`src/rtl/snake_stream_pkg.sv`:
```
// snake_stream_pkg: playfield size, direction encoding and helpers shared by the snake stream.
package snake_stream_pkg;
    localparam int GAME_WIDTH  = 20;
    localparam int GAME_HEIGHT = 14;
    typedef enum logic [1:0] {DIR_UP, DIR_DOWN, DIR_LEFT, DIR_RIGHT} dir_t;
    typedef enum logic {ST_STREAM, ST_UPDATE} state_t;
    function automatic dir_t opposite(input dir_t d);
        return dir_t'({d[1], ~d[0]});
    endfunction
endpackage

```
`src/rtl/snake_step.sv`:
```
// snake_step: moves a field coordinate one cell in a direction and flags leaving the field.
module snake_step
    import snake_stream_pkg::*;
(
    input  logic [4:0] i_x,
    input  logic [3:0] i_y,
    input  dir_t       i_dir,
    output logic [4:0] o_x,
    output logic [3:0] o_y,
    output logic       o_oob
);
    always_comb begin
        o_x   = (i_dir == DIR_LEFT) ? i_x - 5'd1 : (i_dir == DIR_RIGHT) ? i_x + 5'd1 : i_x;
        o_y   = (i_dir == DIR_UP) ? i_y - 4'd1 : (i_dir == DIR_DOWN) ? i_y + 4'd1 : i_y;
        o_oob = (o_x == 5'd0) || (o_x > 5'(GAME_WIDTH)) || (o_y == 4'd0) || (o_y > 4'(GAME_HEIGHT));
    end
endmodule

```
`src/rtl/snake_stream.sv`:
```
// snake_stream: snake body kept as a ring of directions, streamed head to tail each pass,
// with one pending move applied in the single UPDATE cycle between passes.
module snake_stream
    import snake_stream_pkg::*;
#(
    parameter int MAX_LEN   = 64,
    parameter int START_LEN = 3
) (
    input  logic       clk,
    input  logic       rst,
    input  logic       game_restart,
    input  logic       move_valid,
    input  logic [1:0] move_dir,
    input  logic       grow,
    output logic       move_busy,
    output logic       wall_hit,
    output logic       self_hit,
    output logic       full,
    output logic [4:0] snake_head_x,
    output logic [3:0] snake_head_y,
    output logic [4:0] snake_x,
    output logic [3:0] snake_y,
    output logic [1:0] snake_dir,
    output logic       snake_first,
    output logic       snake_last,
    output logic       snake_valid
);
    localparam int PW = $clog2(MAX_LEN);
    localparam logic [PW:0] LEN_MAX   = (PW + 1)'(MAX_LEN);
    localparam logic [PW:0] LEN_START = (PW + 1)'(START_LEN);
    localparam logic [4:0]  X0 = 5'(GAME_WIDTH / 2);
    localparam logic [3:0]  Y0 = 4'(GAME_HEIGHT / 2);
    localparam logic [MAX_LEN-1:0][1:0] RING0 = {MAX_LEN{2'b10}};

    state_t r_state, w_next;
    logic [MAX_LEN-1:0][1:0] r_ring;
    logic [PW-1:0] r_hp, r_seg, w_idx;
    logic [PW:0] r_len;
    logic [4:0] r_hx, r_cx, r_ox, w_ix, w_sx;
    logic [3:0] r_hy, r_cy, r_oy, w_iy, w_sy;
    dir_t r_odir, r_pdir, w_cdir, w_tdir, w_sdir;
    logic r_pend, r_pgrow, r_chk, r_hit, r_valid, r_first, r_last, r_wall, r_self;
    logic w_last, w_oob, w_upd;

    assign w_upd  = (r_state == ST_UPDATE);
    assign w_idx  = r_hp + r_seg;
    assign w_cdir = dir_t'(r_ring[w_idx]);
    assign w_last = ({1'b0, r_seg} == r_len - 1'b1);
    // A request pointing back into the neck keeps the current heading instead.
    assign w_tdir = (r_pdir == r_ring[r_hp]) ? opposite(r_pdir) : r_pdir;
    // One stepper: walks the cursor while streaming, moves the head during UPDATE.
    assign w_ix   = w_upd ? r_hx : r_cx;
    assign w_iy   = w_upd ? r_hy : r_cy;
    assign w_sdir = w_upd ? w_tdir : w_cdir;

    snake_step u_step (
        .i_x  (w_ix),
        .i_y  (w_iy),
        .i_dir(w_sdir),
        .o_x  (w_sx),
        .o_y  (w_sy),
        .o_oob(w_oob)
    );

    always_comb begin
        w_next = (w_upd || !w_last) ? ST_STREAM : ST_UPDATE;
    end

    always_ff @(posedge clk or posedge rst) begin
        if (rst) r_state <= ST_STREAM;
        else     r_state <= game_restart ? ST_STREAM : w_next;
    end

    always_ff @(posedge clk or posedge rst) begin
        if (rst) begin
            r_ring <= RING0;
            {r_hp, r_seg} <= '0;
            r_len <= LEN_START;
            {r_hx, r_hy, r_cx, r_cy} <= {X0, Y0, X0, Y0};
            {r_ox, r_oy} <= '0;
            {r_odir, r_pdir} <= {DIR_UP, DIR_UP};
            {r_pend, r_pgrow, r_chk, r_hit, r_valid, r_first, r_last, r_wall, r_self} <= '0;
        end else if (game_restart) begin
            r_ring <= RING0;
            {r_hp, r_seg} <= '0;
            r_len <= LEN_START;
            {r_hx, r_hy, r_cx, r_cy} <= {X0, Y0, X0, Y0};
            {r_ox, r_oy} <= '0;
            {r_odir, r_pdir} <= {DIR_UP, DIR_UP};
            {r_pend, r_pgrow, r_chk, r_hit, r_valid, r_first, r_last, r_wall, r_self} <= '0;
        end else begin
            {r_valid, r_first, r_last, r_wall, r_self} <= '0;
            if (!w_upd) begin
                {r_valid, r_first, r_last} <= {1'b1, r_seg == '0, w_last};
                {r_ox, r_oy, r_odir} <= {r_cx, r_cy, w_cdir};
                {r_cx, r_cy} <= {w_sx, w_sy};
                r_seg <= r_seg + 1'b1;
                if (r_chk && r_seg != '0 && r_cx == r_hx && r_cy == r_hy) r_hit <= 1'b1;
            end else begin
                r_seg <= '0;
                {r_self, r_hit, r_chk, r_pend} <= {r_hit, 3'b000};
                {r_cx, r_cy} <= {r_hx, r_hy};
                if (r_pend && w_oob) r_wall <= 1'b1;
                if (r_pend && !w_oob) begin
                    r_hp <= r_hp - 1'b1;
                    r_ring[r_hp - 1'b1] <= opposite(w_tdir);
                    {r_hx, r_hy, r_cx, r_cy} <= {w_sx, w_sy, w_sx, w_sy};
                    r_chk <= 1'b1;
                    if (r_pgrow && r_len != LEN_MAX) r_len <= r_len + 1'b1;
                end
            end
            if (move_valid) {r_pend, r_pdir, r_pgrow} <= {1'b1, dir_t'(move_dir), grow};
        end
    end

    assign move_busy    = r_pend;
    assign wall_hit     = r_wall;
    assign self_hit     = r_self;
    assign full         = (r_len == LEN_MAX);
    assign snake_head_x = r_hx;
    assign snake_head_y = r_hy;
    assign snake_x      = r_ox;
    assign snake_y      = r_oy;
    assign snake_dir    = r_odir;
    assign snake_first  = r_first;
    assign snake_last   = r_last;
    assign snake_valid  = r_valid;
endmodule
```
`config.mk`:
```
export PLATFORM = sky130hd
export DESIGN_NAME = snake_stream
export DESIGN_NICKNAME = d
export VERILOG_FILES = /design/src/rtl/snake_stream_pkg.sv /design/src/rtl/snake_step.sv /design/src/rtl/snake_stream.sv
export SDC_FILE = /design/constraint.sdc
export NUM_CORES = 1
export LEC_CHECK = 0
export CAP_MARGIN = 30
export CORE_ASPECT_RATIO = 1.4
export CORE_MARGIN = 2
export CORE_UTILIZATION = 63
export CTS_CLUSTER_SIZE = 12
export DETAILED_ROUTE_END_ITERATION = 6
export HOLD_SLACK_MARGIN = 0.06
export PLACE_DENSITY = 0.81
export SYNTH_ARGS = -nofsm -noshare
export SYNTH_HDL_FRONTEND = slang
export SYNTH_SLANG_ARGS = --single-unit
```
`constraint.sdc`:
```
create_clock -name clk -period 7.41 [get_ports clk]
set_input_delay 1.8525 -clock clk [delete_from_list [all_inputs] [get_ports clk]]
set_output_delay 1.8525 -clock clk [all_outputs]
set_load 0.05 [all_outputs]
```
==> impl_results.md <==
- Status: finished clean
- Final Non-Filler Cells: 1378
- Core Footprint: 0.0186 mm²
- Final period util: 86.0%
- Clk_lat worst skew: 0.45 ns
- Share of the synthesized area in the top cell type: 23.2%
- Synth unique cells: 74
- Worst hold path class: flip-flop to flip-flop
- PostCTS Resize Cnt: 0
- Largest net degree at the start of global routing: 188
- CTS Buffer Depth: 2
- Count of flip-flops with a built-in enable after synthesis: 0
- Share of cells above drive strength 1: 20.6%
- Post-DR vias/cell: 6.78
- Clock Pin Slew Worst Setup and Hold Paths: 0.08 ns
- First-pass GRT wire length: 50.4 mm
- HP Start: r_hit
- Ant diodes: 0
- Synth top cells by count: mux2i_1 (134), nor2_1 (126), dfrtp_1 (111)
- Clock skew: 0.0119 ns
- Starting Density: 64.4%
- Worst reg2reg endpoint: r_ring[6]
- Sequential element share of the synthesized area: 39.9%
- Cell count after placement: 1346
- CTS Root Cell: clkbuf_16
- GRT Overall Usage: 32.1%
- Dominant cell type by area after synthesis: dfrtp_1
- DIE HEIGHT: 167 µm
- Slew @ Worst Pin: 1.09 ns
- PwrDens: 194 mW/mm²
- Hold path depth: 2
- Leakage: 5.60 nW
- MaxCap Viol Count: 0
- TritonCTS clock tree: yes
- Final Net Count: 1144
- Worst IR Drop VDD: 0.000180 V
- Post-Route Utilization: 69.6%
- Ys Warns: 0
- Final min period: 6.37 ns
- F_max: 0.157 GHz
- Pre-Repair DR Iteration Count: 6
- R2R setup slack: 1.04 ns
- TNS Setup: 0 ns
- Die ar.: 0.0201 mm²
- Required time worst endpoint: 7.67 ns
- Min-Delay Endpoint: r_hit
- Most numerous cell in the Yosys netlist: mux2i_1
- Routability Congestion: 0.938
- Crit path max-delay family: compound AO/OA/AOI/OAI gates
- Hpwl dp: 20.4 mm
- Crit-path cells: ha_2 > inv_1 > fa_2 > buf_4 > mux4_2 > mux2i_1 > nand3_1 > o21ai_1 > o211ai_2 > a31oi_2 > nor4b_1 > mux2i_1 > xor2_1 > o32ai_2 > nor3_2 > buf_4 > and3b_1 > a221oi_1
- DRC Markers: 0
- Post-CTS setup repair buffer count: 0
- Relative slew slack: 26.7%
- Critical-path top delay cell: fa_2
- CP Capture Type: flip-flop
- Number of global-route vias before repair: 9525
- Post-synthesis instance total: 1143
- Mapped cell area: 0.0120 mm²
- Hold violation total from the final report: 0
- Die width: 121 µm
- Final total power: 2.51 mW
- Synth Register Bits: 187
- Max-slew violations: 0
- Row cnt: 59
- Largest stage delay, worst path: 0.70 ns
- H-tree levels: 4
- RSZ-0062 raised after global routing: false
- Synth Flop Type: dfrtp_1
- CP Launch Type: flip-flop
- Crit Path Class: flip-flop to flip-flop
- Grt total ovfl: 0
- Area added between synthesis and finish: 8.03%
- Detailed Route WL: 31.0 mm
- Final setup vio count: 0
- CTS Buf Count: 17
- Synth area leaders: dfrtp_1 (23%), dfstp_2 (17%), mux4_2 (12%), mux2i_1 (11%), nor2_1 (3.9%)
- Crit path DAT: 6.63 ns
- Reg-to-reg startpoint: r_seg[0]
- Syn Area/Cell: 10.5 µm²
- Initial DRC Count: 1148
- Initial antenna violation count: 0
- Synth Net Count: 1166
- Antenna viol nets, final: 0
- # IOs: 34
- Via count: 9346
- R2R depth: 18
- Worst Path Max Fanout: 54
- # hold bufs at CTS: 0
- Asr flop ratio synth: 100%
- CP bufs+invs: 3
- Port buffer count: 33
- Post-DR wirelength/cell: 22.5 µm
- CTS sink cnt: 187
==> flip-flops by register name, summed over array words and instances, names as in the netlist <==
name and count:
move_busy 1, r_cy 4, snake_first 1, snake_x 5, snake_head_x 5, r_chk 1
r_pdir 2, snake_dir 2, snake_head_y 4, r_seg 6, r_pgrow 1, snake_y 4
r_hp 6, snake_valid 1, wall_hit 1, r_hit 1, r_len 7, r_ring 128
self_hit 1, snake_last 1, r_cx 5
==> metal layers <==
| layer | up-vias | track usage (%) | wire, µm |
|---|---|---|---|
| met3 | 120 | 5.96 | 2150 |
| met4 | 0 | 18.3 | 1780 |
| met1 | 4635 | 38.8 | 11300 |
| met5 | - | 0 | 0 |
| met2 | 500 | 53.8 | 15700 |
| li1 | 4091 | - | - |
==> power breakdown <==
| part | internal (mW) | switching (mW) |
|---|---|---|
| Combinational | 0.169 | 0.350 |
| Clock | 0.478 | 0.433 |
| Sequential | 1.05 | 0.0249 |
==> final cells by class <==
class	count	area (µm²)
clock buffer	18	429
sequential	187	4780
timing repair buffer	52	483
multi-input combinational	811	6600
tap	244	305
inverter	52	200
clock inverter	14	151
fill	1349	5660
==> stage by stage <==
step,setup WS (ns),cell area [µm²],hold WS (ns)
3_5_place_dp,1.17,12400,0.490
2_1_floorplan,0.598,12000,0.458
5_1_grt,0.589,12900,0.547
6_report,1.04,12900,0.504
3_3_place_gp,1.38,12400,0.477
4_1_cts,1.16,12900,0.509
==> how the worst max path moves through the flow <==
stage,cells past startpoint,to,start,slack [ns]
2_1_floorplan,1,move_busy,rst,0.60
3_3_place_gp,17,r_len[4],r_seg[0],1.38
3_5_place_dp,17,r_len[2],r_seg[0],1.17
4_1_cts,17,r_len[2],r_seg[0],1.16
5_1_grt,18,r_ring[10],r_seg[0],0.59
6_report,18,r_ring[6],r_seg[0],1.04
==> cells by family (layout without fill, tap and decap cells) <==
| kind of cell | count (synthesis) | count (layout) | share of synthesized area (%) |
|---|---|---|---|
| flops | 187 | 187 | 39.9 |
| xor+xnor | 40 | 40 | 2.99 |
| simple gates | 410 | 410 | 16.8 |
| mux | 215 | 215 | 24.7 |
| fa+ha+maj | 16 | 16 | 1.73 |
| buf+inv | 145 | 136 | 5.47 |
| compound gates | 130 | 130 | 8.42 |
==> worst reg2reg max path: stages, from the launching register on <==
cell and delay [ns]:
dfrtp_1 0.45, ha_2 0.24, inv_1 0.05, fa_2 0.70
buf_4 0.46, mux4_2 0.58, mux2i_1 0.25, nand3_1 0.12
o21ai_1 0.13, o211ai_2 0.17, a31oi_2 0.66, nor4b_1 0.14
mux2i_1 0.30, xor2_1 0.29, o32ai_2 0.18, nor3_2 0.30
buf_4 0.54, and3b_1 0.49, a221oi_1 0.14
==> layout by cell type, fill, tap and decap left out, drive strengths merged, types with 15 or more instances in the layout <==
| master | count |
|---|---|
| nand2 | 61 |
| ha | 15 |
| mux4 | 62 |
| mux2 | 19 |
| xor2 | 15 |
| clkbuf | 18 |
| dfstp | 76 |
| a21oi | 26 |
| nor2 | 126 |
| nand3 | 92 |
| xnor2 | 25 |
| dfrtp | 111 |
| buf | 20 |
| inv | 59 |
| clkdlybuf4s50 | 32 |
| nand2b | 37 |
| mux2i | 134 |
| o21ai | 15 |
| a221oi | 36 |
| nor2b | 16 |
No activity file was read; power rests on OpenSTA's default activity.
